## config.mk

```make
export PLATFORM = sky130hd
export DESIGN_NAME = ram_arbiter_flat
export DESIGN_NICKNAME = d
export VERILOG_FILES = /design/src/rtl/ram_arbiter_if.sv /design/src/rtl/ram_arbiter.sv /design/src/flat_wrapper.sv
export SDC_FILE = /design/constraint.sdc
export NUM_CORES = 1
export LEC_CHECK = 0
export ABC_AREA = 1
export BUFFER_PORTS_ARGS = -buffer_cell sky130_fd_sc_hd__clkbuf_2
export CAP_MARGIN = 25
export CORE_AREA = 8 8 48 88
export CTS_CLUSTER_DIAMETER = 120
export CTS_CLUSTER_SIZE = 12
export DETAILED_ROUTE_END_ITERATION = 16
export DIE_AREA = 0 0 56 96
export PLACE_DENSITY = 0.76
export SYNTH_ARGS = -nofsm -noshare
export SYNTH_HDL_FRONTEND = slang
export SYNTH_SLANG_ARGS = --single-unit
```

## constraint.sdc

```tcl
create_clock -name clk -period 1.52 [get_ports clk]
set_clock_uncertainty 0.2 [all_clocks]
set_input_delay 0.304 -clock clk [delete_from_list [all_inputs] [get_ports clk]]
set_output_delay 0.304 -clock clk [all_outputs]
set_load 0.005 [all_outputs]
```

## src/rtl/ram_arbiter_if.sv

```systemverilog
// Bus bundle between the three RAM requesters, the arbiter and the RAM macro.
// master = requester/RAM side, slave = arbiter side.
interface ram_arbiter_if #(
    parameter int ADDR_WIDTH = 12,
    parameter int DATA_WIDTH = 4
);
    logic                  cpu_req;
    logic                  cpu_we;
    logic [ADDR_WIDTH-1:0] cpu_addr;
    logic [DATA_WIDTH-1:0] cpu_wdata;
    logic [DATA_WIDTH-1:0] cpu_rdata;
    logic                  cpu_instr_boundary;
    logic                  cpu_halt;

    logic                  vid_req;
    logic [ADDR_WIDTH-1:0] vid_addr;
    logic                  vid_ack;
    logic [DATA_WIDTH-1:0] vid_rdata;
    logic                  vid_rvalid;

    logic                  ss_lock_req;
    logic                  ss_locked;
    logic                  ss_req;
    logic                  ss_we;
    logic [ADDR_WIDTH-1:0] ss_addr;
    logic [DATA_WIDTH-1:0] ss_wdata;
    logic                  ss_ack;
    logic [DATA_WIDTH-1:0] ss_rdata;
    logic                  ss_rvalid;

    logic [ADDR_WIDTH-1:0] ram_addr;
    logic                  ram_we;
    logic [DATA_WIDTH-1:0] ram_wdata;
    logic [DATA_WIDTH-1:0] ram_rdata;

    modport master (
        output cpu_req, cpu_we, cpu_addr, cpu_wdata, cpu_instr_boundary,
        output vid_req, vid_addr,
        output ss_lock_req, ss_req, ss_we, ss_addr, ss_wdata,
        output ram_rdata,
        input  cpu_rdata, cpu_halt,
        input  vid_ack, vid_rdata, vid_rvalid,
        input  ss_locked, ss_ack, ss_rdata, ss_rvalid,
        input  ram_addr, ram_we, ram_wdata
    );

    modport slave (
        input  cpu_req, cpu_we, cpu_addr, cpu_wdata, cpu_instr_boundary,
        input  vid_req, vid_addr,
        input  ss_lock_req, ss_req, ss_we, ss_addr, ss_wdata,
        input  ram_rdata,
        output cpu_rdata, cpu_halt,
        output vid_ack, vid_rdata, vid_rvalid,
        output ss_locked, ss_ack, ss_rdata, ss_rvalid,
        output ram_addr, ram_we, ram_wdata
    );
endinterface

```

## src/rtl/ram_arbiter.sv

```systemverilog
// Single-port CPU data RAM arbiter: CPU zero-wait in SHARED, video in idle slots,
// savestate exclusive once the CPU is halted at an instruction boundary.
module ram_arbiter #(
    parameter int ADDR_WIDTH   = 12,
    parameter int DATA_WIDTH   = 4,
    parameter int STARVE_LIMIT = 8
) (
    input logic         clk,
    input logic         reset_n,
    ram_arbiter_if.slave bus
);
    localparam int CW = $clog2(STARVE_LIMIT + 1);

    typedef enum logic [1:0] {SHARED, LOCK_WAIT, LOCKED, UNLOCK} state_t;
    typedef enum logic [1:0] {OWN_NONE, OWN_CPU, OWN_VID, OWN_SS} owner_t;

    state_t                state, state_nxt;
    owner_t                owner, owner_nxt;
    logic [CW-1:0]         starve_cnt, starve_nxt;
    logic                  halt;
    logic                  gnt_cpu, gnt_vid, gnt_ss;
    logic [ADDR_WIDTH-1:0] addr;
    logic [DATA_WIDTH-1:0] wdata;
    logic                  we;

    always_ff @(posedge clk) begin
        if (!reset_n) begin
            state      <= SHARED;
            owner      <= OWN_NONE;
            starve_cnt <= '0;
            halt       <= 1'b0;
        end else begin
            state      <= state_nxt;
            owner      <= owner_nxt;
            starve_cnt <= starve_nxt;
            halt       <= (state_nxt == LOCKED) || (state_nxt == UNLOCK);
        end
    end

    always_comb begin
        state_nxt  = state;
        starve_nxt = '0;
        gnt_cpu    = 1'b0;
        gnt_vid    = 1'b0;
        gnt_ss     = 1'b0;
        case (state)
            SHARED, LOCK_WAIT: begin
                if (bus.cpu_req)      gnt_cpu = 1'b1;
                else if (bus.vid_req) gnt_vid = 1'b1;
                // A boundary coinciding with the lock request is not consumed.
                if (state == SHARED) begin
                    if (bus.ss_lock_req) state_nxt = LOCK_WAIT;
                end else if (!bus.ss_lock_req) begin
                    state_nxt = SHARED;
                end else if (bus.cpu_instr_boundary) begin
                    state_nxt = LOCKED;
                end
            end
            LOCKED: begin
                if (bus.vid_req && (starve_cnt == CW'(STARVE_LIMIT) || !bus.ss_req))
                    gnt_vid = 1'b1;
                else if (bus.ss_req)
                    gnt_ss = 1'b1;
                starve_nxt = starve_cnt;
                if (gnt_vid)
                    starve_nxt = '0;
                else if (bus.vid_req && starve_cnt != CW'(STARVE_LIMIT))
                    starve_nxt = starve_cnt + CW'(1);
                if (!bus.ss_lock_req) begin
                    state_nxt  = UNLOCK;
                    starve_nxt = '0;
                end
            end
            UNLOCK: begin
                gnt_vid   = bus.vid_req;
                state_nxt = SHARED;
            end
            default: state_nxt = SHARED;
        endcase
        // Nothing reaches the RAM while reset is held.
        if (!reset_n) begin
            gnt_cpu = 1'b0;
            gnt_vid = 1'b0;
            gnt_ss  = 1'b0;
        end
    end

    always_comb begin
        addr      = '0;
        wdata     = '0;
        we        = 1'b0;
        owner_nxt = OWN_NONE;
        if (gnt_cpu) begin
            addr  = bus.cpu_addr;
            wdata = bus.cpu_wdata;
            we    = bus.cpu_we;
            if (!bus.cpu_we) owner_nxt = OWN_CPU;
        end else if (gnt_vid) begin
            addr      = bus.vid_addr;
            owner_nxt = OWN_VID;
        end else if (gnt_ss) begin
            addr  = bus.ss_addr;
            wdata = bus.ss_wdata;
            we    = bus.ss_we;
            if (!bus.ss_we) owner_nxt = OWN_SS;
        end
    end

    assign bus.ram_addr   = addr;
    assign bus.ram_wdata  = wdata;
    assign bus.ram_we     = we;
    assign bus.cpu_rdata  = bus.ram_rdata;
    assign bus.vid_rdata  = bus.ram_rdata;
    assign bus.ss_rdata   = bus.ram_rdata;
    assign bus.vid_ack    = gnt_vid;
    assign bus.ss_ack     = gnt_ss;
    assign bus.vid_rvalid = (owner == OWN_VID);
    assign bus.ss_rvalid  = (owner == OWN_SS);
    assign bus.cpu_halt   = halt;
    assign bus.ss_locked  = (state == LOCKED);
endmodule

```

## src/flat_wrapper.sv

```systemverilog
// flat-port wrapper written by rule: the top's interface ports become plain ports
module ram_arbiter_flat 
#(
    parameter int ADDR_WIDTH   = 12,
    parameter int DATA_WIDTH   = 4,
    parameter int STARVE_LIMIT = 8
)
  (clk, reset_n, bus_cpu_req, bus_cpu_we, bus_cpu_addr, bus_cpu_wdata, bus_cpu_instr_boundary, bus_vid_req, bus_vid_addr, bus_ss_lock_req, bus_ss_req, bus_ss_we, bus_ss_addr, bus_ss_wdata, bus_ram_rdata, bus_cpu_rdata, bus_cpu_halt, bus_vid_ack, bus_vid_rdata, bus_vid_rvalid, bus_ss_locked, bus_ss_ack, bus_ss_rdata, bus_ss_rvalid, bus_ram_addr, bus_ram_we, bus_ram_wdata);
  ram_arbiter_if #(.ADDR_WIDTH(ADDR_WIDTH), .DATA_WIDTH(DATA_WIDTH)) bus_i ();
  input logic clk;
  input logic reset_n;
  input wire logic [$bits(bus_i.cpu_req)-1:0] bus_cpu_req;
  input wire logic [$bits(bus_i.cpu_we)-1:0] bus_cpu_we;
  input wire logic [$bits(bus_i.cpu_addr)-1:0] bus_cpu_addr;
  input wire logic [$bits(bus_i.cpu_wdata)-1:0] bus_cpu_wdata;
  input wire logic [$bits(bus_i.cpu_instr_boundary)-1:0] bus_cpu_instr_boundary;
  input wire logic [$bits(bus_i.vid_req)-1:0] bus_vid_req;
  input wire logic [$bits(bus_i.vid_addr)-1:0] bus_vid_addr;
  input wire logic [$bits(bus_i.ss_lock_req)-1:0] bus_ss_lock_req;
  input wire logic [$bits(bus_i.ss_req)-1:0] bus_ss_req;
  input wire logic [$bits(bus_i.ss_we)-1:0] bus_ss_we;
  input wire logic [$bits(bus_i.ss_addr)-1:0] bus_ss_addr;
  input wire logic [$bits(bus_i.ss_wdata)-1:0] bus_ss_wdata;
  input wire logic [$bits(bus_i.ram_rdata)-1:0] bus_ram_rdata;
  output wire logic [$bits(bus_i.cpu_rdata)-1:0] bus_cpu_rdata;
  output wire logic [$bits(bus_i.cpu_halt)-1:0] bus_cpu_halt;
  output wire logic [$bits(bus_i.vid_ack)-1:0] bus_vid_ack;
  output wire logic [$bits(bus_i.vid_rdata)-1:0] bus_vid_rdata;
  output wire logic [$bits(bus_i.vid_rvalid)-1:0] bus_vid_rvalid;
  output wire logic [$bits(bus_i.ss_locked)-1:0] bus_ss_locked;
  output wire logic [$bits(bus_i.ss_ack)-1:0] bus_ss_ack;
  output wire logic [$bits(bus_i.ss_rdata)-1:0] bus_ss_rdata;
  output wire logic [$bits(bus_i.ss_rvalid)-1:0] bus_ss_rvalid;
  output wire logic [$bits(bus_i.ram_addr)-1:0] bus_ram_addr;
  output wire logic [$bits(bus_i.ram_we)-1:0] bus_ram_we;
  output wire logic [$bits(bus_i.ram_wdata)-1:0] bus_ram_wdata;
  assign bus_i.cpu_req = bus_cpu_req;
  assign bus_i.cpu_we = bus_cpu_we;
  assign bus_i.cpu_addr = bus_cpu_addr;
  assign bus_i.cpu_wdata = bus_cpu_wdata;
  assign bus_i.cpu_instr_boundary = bus_cpu_instr_boundary;
  assign bus_i.vid_req = bus_vid_req;
  assign bus_i.vid_addr = bus_vid_addr;
  assign bus_i.ss_lock_req = bus_ss_lock_req;
  assign bus_i.ss_req = bus_ss_req;
  assign bus_i.ss_we = bus_ss_we;
  assign bus_i.ss_addr = bus_ss_addr;
  assign bus_i.ss_wdata = bus_ss_wdata;
  assign bus_i.ram_rdata = bus_ram_rdata;
  assign bus_cpu_rdata = bus_i.cpu_rdata;
  assign bus_cpu_halt = bus_i.cpu_halt;
  assign bus_vid_ack = bus_i.vid_ack;
  assign bus_vid_rdata = bus_i.vid_rdata;
  assign bus_vid_rvalid = bus_i.vid_rvalid;
  assign bus_ss_locked = bus_i.ss_locked;
  assign bus_ss_ack = bus_i.ss_ack;
  assign bus_ss_rdata = bus_i.ss_rdata;
  assign bus_ss_rvalid = bus_i.ss_rvalid;
  assign bus_ram_addr = bus_i.ram_addr;
  assign bus_ram_we = bus_i.ram_we;
  assign bus_ram_wdata = bus_i.ram_wdata;
  ram_arbiter #(.ADDR_WIDTH(ADDR_WIDTH), .DATA_WIDTH(DATA_WIDTH), .STARVE_LIMIT(STARVE_LIMIT)) u_core (.clk(clk), .reset_n(reset_n), .bus(bus_i));
endmodule
```

==> qor.yml, run 1 <==
cts:
  clk_latency_ns: 0.24
  cts-hold-fix-buffers: 0
  cts_max_level: 1
  clockBufferDepth: 2
  cts-root-buf: "clkbuf_8"
  cts.sinks: 9
  cts_tree: "done"
  clk_pin_slew_ns: 0.05
  cts_made_buffers: 3
finish:
  drive_gt1_share_pct: 54.5
  num_antenna_cells: 0
  final_common_cell: "clkbuf_2"
  fin_cells: 266
  finalNetCount: 295
  area_growth_pct: 63.4
  final_cell_mix: "clkbuf_2 (74), nand3_1 (32), nand2_1 (30)"
sta:
  drv_slew: 0
  setup_violations: 23
  rsz0062_at_grt: "yes"
  relSlewSlack_pct: 79.2
  max_freq_mhz: 514
  tightest_slew_ns: 0.312
  timing_hold_violations_final: 0
  tns_ns: -7.46
  finalCritPeriodShare_pct: 128
  setup_ws_ns: -0.424
  fin_crit_ns: 1.94
drt:
  ant_nets: 0
  avgViaCountPerCell: 5.06
  routed_wirelength_um: 3800
  drtPass1Iterations: 4
  drcViolationCount: 0
  vias: 1346
  dr.first_iter.drc_count: 56
  routedWlPerCell_um: 14.3
global_routing:
  grt_overflow: 0
  track_usage_pct: 13.7
  antenna_found_initial: 0
  first_global_vias: 1507
  grt_first_pass_wirelength_um: 6180
  grt_max_degree: 19
setup_path:
  crit_fanout: 9
  r2r_cells: 9
  cp_num_buf_inv: 2
  slowest_stage: "dfxtp_2"
  worstPathCellList: "inv_2 > ha_4 > nand3_4 > nand2_8 > nand2_4 > nand3_1 > nand3_1 > clkbuf_2"
  cp.arrival_ns: 1.44
  path_depth: 8
  cp-end-kind: "primary output"
  path_delay_family: "simple AND/OR/NAND/NOR gates"
  reg2reg_slack_ns: -0.06
  required_ns: 1.02
  max_stage_delay_ns: 0.32
  cp-start-kind: "flip-flop"
  cp_common_cell: "nand3_1"
  path_class: "flip-flop to primary output"
die:
  coreArea_mm2: 0.00312
  num_rows: 29
  io_pins: 92
  fp.dieArea_mm2: 0.00538
  dieHeight_um: 96
  start_util_pct: 31.0
  die_w_um: 56
placement:
  port_buffers: 75
  dp.cells: 254
  hpwl_um: 2870
  gp_congestion: 0.826
synth:
  seq_area_frac_synth_pct: 18.6
  synthDistinctLibCells: 21
  synth_cells: 149
  syn_avg_cell_area_um2: 6.50
  yosys_warnings: 0
  syn-cell-area_um2: 968
  syn_nets: 208
  ys_seq_elements: 9
flow_run:
  drv_cap: 0
worst_hold_path:
  hp-class: "input pin to flip-flop"
  hold_depth: 2
pwr:
  p_leak_nw: 0.871
  power.density_mw_per_mm2: 501
  ir_drop_uv: 375
run_status:
  status: "complete, but fails checks"
  failed_checks: "negative setup slack"
[stage by stage]
step | total power [mW] | cell area (µm²) | hold WS, ns | utilization, % | setup WS (ns)
final | 0.792 | 1580 | 0.0726 | 50.7 | -0.424
after floorplan | 0.374 | 991 | 0.216 | - | -0.0110
after global placement | 0.483 | 1410 | 0.335 | 45.2 | -0.142
after CTS | 0.786 | 1560 | 0.0926 | 50.0 | -0.358
after detailed placement | 0.487 | 1410 | 0.335 | 45.2 | -0.159
after global routing | 0.821 | 1580 | 0.0825 | 50.7 | -0.466
[cell type report]
class                           count  area, µm²
Clock buffer                        4       45.0
Sequential cell                     9        184
Inverter                           18       67.6
Tap cell                           31       38.8
Multi-Input combinational cell    106        667
Fill cell                         306       1540
Timing Repair Buffer               98        581
[layer usage]
layer / part of all wire (%) / up-vias / GRT usage [%]
met5: 0 / - / 0
met4: 3.1 / 0 / 9.68
met3: 6.6 / 11 / 2.77
met2: 58 / 70 / 27.7
met1: 32 / 601 / 11.1
li1: - / 664 / -
[synth_stat cells (all sizes together)]
library cell / n / area (µm²)
nand3: 36 / 190
nand2: 34 / 166
buf: 19 / 143
inv: 18 / 67.6
nand4: 14 / 87.6
dfxtp: 9 / 180
nor2: 6 / 30.0
a21oi: 5 / 36.3
ha: 2 / 25.0
o21ai: 2 / 10.0
xor2: 2 / 17.5
or2: 1 / 6.26
xnor2: 1 / 8.76
[where the power goes]
group	switching, mW	internal (mW)	total (mW)
combinational	0.125	0.134	0.259
sequential	0.00354	0.243	0.247
clock	0.103	0.183	0.286
[registers in the layout (all words and copies together) (netlist names)]
register / count
u_core.starve_cnt: 4
u_core.bus.cpu_halt: 1
u_core.state: 2
u_core.owner: 2
[what timing repair did]
action	in CTS	in global routing
cloned	2	1
setup buffers	5	0
resized for setup	7	4
endpoints found under the hold margin	0	0
endpoints found under the setup margin	23	24
pin swaps	2	2
[worst paths after layout]
kind,from,endpoint
max reg2reg,u_core.starve_cnt[0],u_core.starve_cnt[1]
max,u_core.starve_cnt[0],bus_ram_addr[9]
min,bus_cpu_we,u_core.owner[0]
min reg2reg,u_core.starve_cnt[3],u_core.starve_cnt[3]
[logic make-up (layout without fill, tap and decap cells)]
family / after synthesis / count (layout) / synth area share (%)
XOR/XNOR: 3 / 3 / 2.71
AND/OR/NAND/NOR: 91 / 94 / 49.6
flip-flops: 9 / 9 / 18.6
AO/OA/AOI/OAI: 7 / 7 / 4.78
buffers and inverters: 37 / 120 / 21.7
adder cells (fa/ha/maj): 2 / 2 / 2.58
[worst register-to-register path, stage by stage (launching register included)]
cell and delay [ns]:
dfxtp_2 0.32, inv_2 0.07, ha_4 0.13, nand3_4 0.12, nand2_8 0.17, nand2_8 0.09
buf_6 0.13, buf_6 0.11, nand3_4 0.07, nor2_1 0.06
Power figures use the tool's default switching activity.
==> inputs of run 2 (changes only) <==
--- a/config.mk
+++ b/config.mk
@@ -8,11 +8,11 @@
 export ABC_AREA = 1
 export BUFFER_PORTS_ARGS = -buffer_cell sky130_fd_sc_hd__clkbuf_2
 export CAP_MARGIN = 25
-export CORE_AREA = 8 8 48 88
+export CORE_AREA = 2 2 42 82
 export CTS_CLUSTER_DIAMETER = 120
 export CTS_CLUSTER_SIZE = 12
 export DETAILED_ROUTE_END_ITERATION = 16
-export DIE_AREA = 0 0 56 96
+export DIE_AREA = 0 0 44 84
 export PLACE_DENSITY = 0.76
 export SYNTH_ARGS = -nofsm -noshare
 export SYNTH_HDL_FRONTEND = slang
==> constraint.sdc (replaced) <==
create_clock -name clk -period 1.66 [get_ports clk]
set_clock_uncertainty 0.2 [all_clocks]
set_input_delay 0.415 -clock clk [delete_from_list [all_inputs] [get_ports clk]]
set_output_delay 0.415 -clock clk [all_outputs]
set_load 0.005 [all_outputs]
==> run 2 against run 1 <==
Net effect:
- the run still ends with negative setup slack left
- total power is 11% lower
- critical path type unchanged
- cell area is 3.2% lower
- sequential power is 8.5% lower
- die area is 31% lower
- clock power is 10% lower
- wire length is 16% lower
- largest power group unchanged
- setup slack better by 0.097 ns
- sequential share of layout area is 0.31 points higher
- via count is 2.4% lower
- register-to-register slack better by 0.16 ns
==> qor.yml, run 2 (synthesis gave the netlist of run 1 again) <==
drt:
  dr.first_iter.drc_count: 15  # -73%
  drcViolationCount: 0  # unchanged
  routedWlPerCell_um: 12.1  # -15%
  vias: 1314  # -2.4%
  routed_wirelength_um: 3200  # -16%
  drtPass1Iterations: 4  # unchanged
  ant_nets: 0  # unchanged
  avgViaCountPerCell: 4.98  # -1.6%
finish:
  top_register: "u_core.starve_cnt"
  drive_gt1_share_pct: 53.6  # -0.82 points
  largest_reg_flops: 4  # unchanged
  final_common_cell: "clkbuf_2"
  multi_input_area_um2: 627  # -6.0%
  final-seq-area_um2: 183  # -0.68%
  fillCellCount: 329  # +7.5%
  finalNetCount: 293  # -0.68%
  fin_cells: 264  # -0.75%
  area_growth_pct: 58.1
  top_regs: "u_core.starve_cnt x4, u_core.owner x2, u_core.state x2"
  num_antenna_cells: 0  # unchanged
  fin_area_mm2: 0.00153  # -3.2%
  final_cell_mix: "clkbuf_2 (69), nand3_1 (33), nand2_1 (30)"
cts:
  cts_max_level: 1  # unchanged
  cts-root-buf: "clkbuf_8"
  cts_tree: "done"
  cts-hold-fix-buffers: 0  # unchanged
  cts_made_buffers: 3  # unchanged
  clk_pin_slew_ns: 0.05  # about the same
  clk_latency_ns: 0.23  # about the same
  cts.sinks: 9  # unchanged
  clockBufferDepth: 2  # unchanged
sta:
  tightest_slew_ns: 0.296  # -0.0163 ns
  setup_ws_ns: -0.327  # +0.0967 ns
  holdWs_ns: 0.198  # +0.125 ns
  timing_hold_violations_final: 0  # unchanged
  drv_slew: 0  # unchanged
  finalCritPeriodShare_pct: 120
  rsz0062_at_grt: "yes"
  relSlewSlack_pct: 80.3  # +1.1 points
  tns_ns: -5.57  # +1.89 ns
  max_freq_mhz: 503
  setup_violations: 19  # -17%
  fin_crit_ns: 1.99
global_routing:
  grt_max_degree: 20  # +1
  first_global_vias: 1316  # -13%
  grt_first_pass_wirelength_um: 5240  # -15%
  grt_overflow: 0  # unchanged
  antenna_found_initial: 0  # unchanged
  track_usage_pct: 18.1  # +4.5 points
worst_hold_path:
  hp-class: "input pin to flip-flop"
setup_path:
  required_ns: 1.04  # +0.02 ns
  cp-start-kind: "flip-flop"
  cp.arrival_ns: 1.37  # -0.07 ns
  crit_fanout: 6  # -3
  path_class: "flip-flop to primary output"
  reg2reg_slack_ns: 0.10  # +0.16 ns
  cp-end-kind: "primary output"
run_status:
  failed_checks: "negative setup slack"
  status: "complete, but fails checks"
die:
  num_rows: 29  # unchanged
  fp.dieArea_mm2: 0.00370  # -31%
  dieHeight_um: 84  # -13%
  io_pins: 92  # unchanged
  start_util_pct: 31.0  # unchanged
  coreArea_mm2: 0.00312  # unchanged
  die_w_um: 44  # -21%
placement:
  port_buffers: 75  # unchanged
  place_area_mm2: 0.00140  # -0.53%
  gp_congestion: 0.773  # -6.4%
  hpwl_um: 2430  # -15%
  dp_slack_ns: -0.151  # +0.00835 ns
  dp.cells: 253  # -0.39%
pwr:
  power.density_mw_per_mm2: 460  # -8.1%
  p_leak_nw: 0.856  # -1.6%
  ir_drop_uv: 301  # -20%
flow_run:
  drv_cap: 0  # unchanged
## run 2: final cells by class
cell class              instances  area share, %
multi-input cells             104           40.9
repair buffers                 97           36.6
flip-flops and latches          9           11.9
inverters                      18           4.74
clock buffers                   4           2.94
well taps                      31           2.53
repair inverters                1          0.327
## run 2: power by group
group	internal, mW	switching (mW)	total (mW)	leakage (nW)
Sequential	0.223	0.00305	0.226	0.0742
Combinational	0.112	0.110	0.222	0.759
Clock	0.168	0.0891	0.257	0.0228
Total	0.502	0.202	0.705	0.856
## run 2: worst paths after layout
| check | from | endpoint | depth (start not counted) |
|---|---|---|---|
| max | u_core.starve_cnt[0] | bus_ram_addr[0] | 8 |
| min | bus_cpu_we | u_core.owner[0] | 2 |
| max reg2reg | u_core.starve_cnt[0] | u_core.starve_cnt[2] | 9 |
| min reg2reg | u_core.state[1] | u_core.state[1] | 2 |
## run 2: metrics by stage
step	util, %	power (mW)
CTS	47.6	0.702
detailed placement	44.9	0.442
finish	49.1	0.705
global placement	44.9	0.441
global route	49.1	0.747
floorplan	-	0.343
## run 2: critical path: stages (launching register included)
cell	delay [ns]
dfxtp_2	0.32
inv_2	0.07
ha_4	0.13
nand3_4	0.09
nand2_8	0.11
buf_6	0.12
nand4_1	0.07
nand3_1	0.11
clkbuf_2	0.12
## run 2: timing repair
item                       4_1_cts  5_1_grt
gates resized for setup          5        9
pin swaps                       15        4
gates cloned                     0        2
setup endpoints to repair       19       19
buffers inserted                 3        2
## run 2: metal layers
metal,share of wire (%),global-route usage (%),vias up
met5,0,0,-
met4,3.9,10.7,0
met3,7.4,2.60,15
met2,58,33.8,61
met1,31,17.1,583
li1,-,-,655
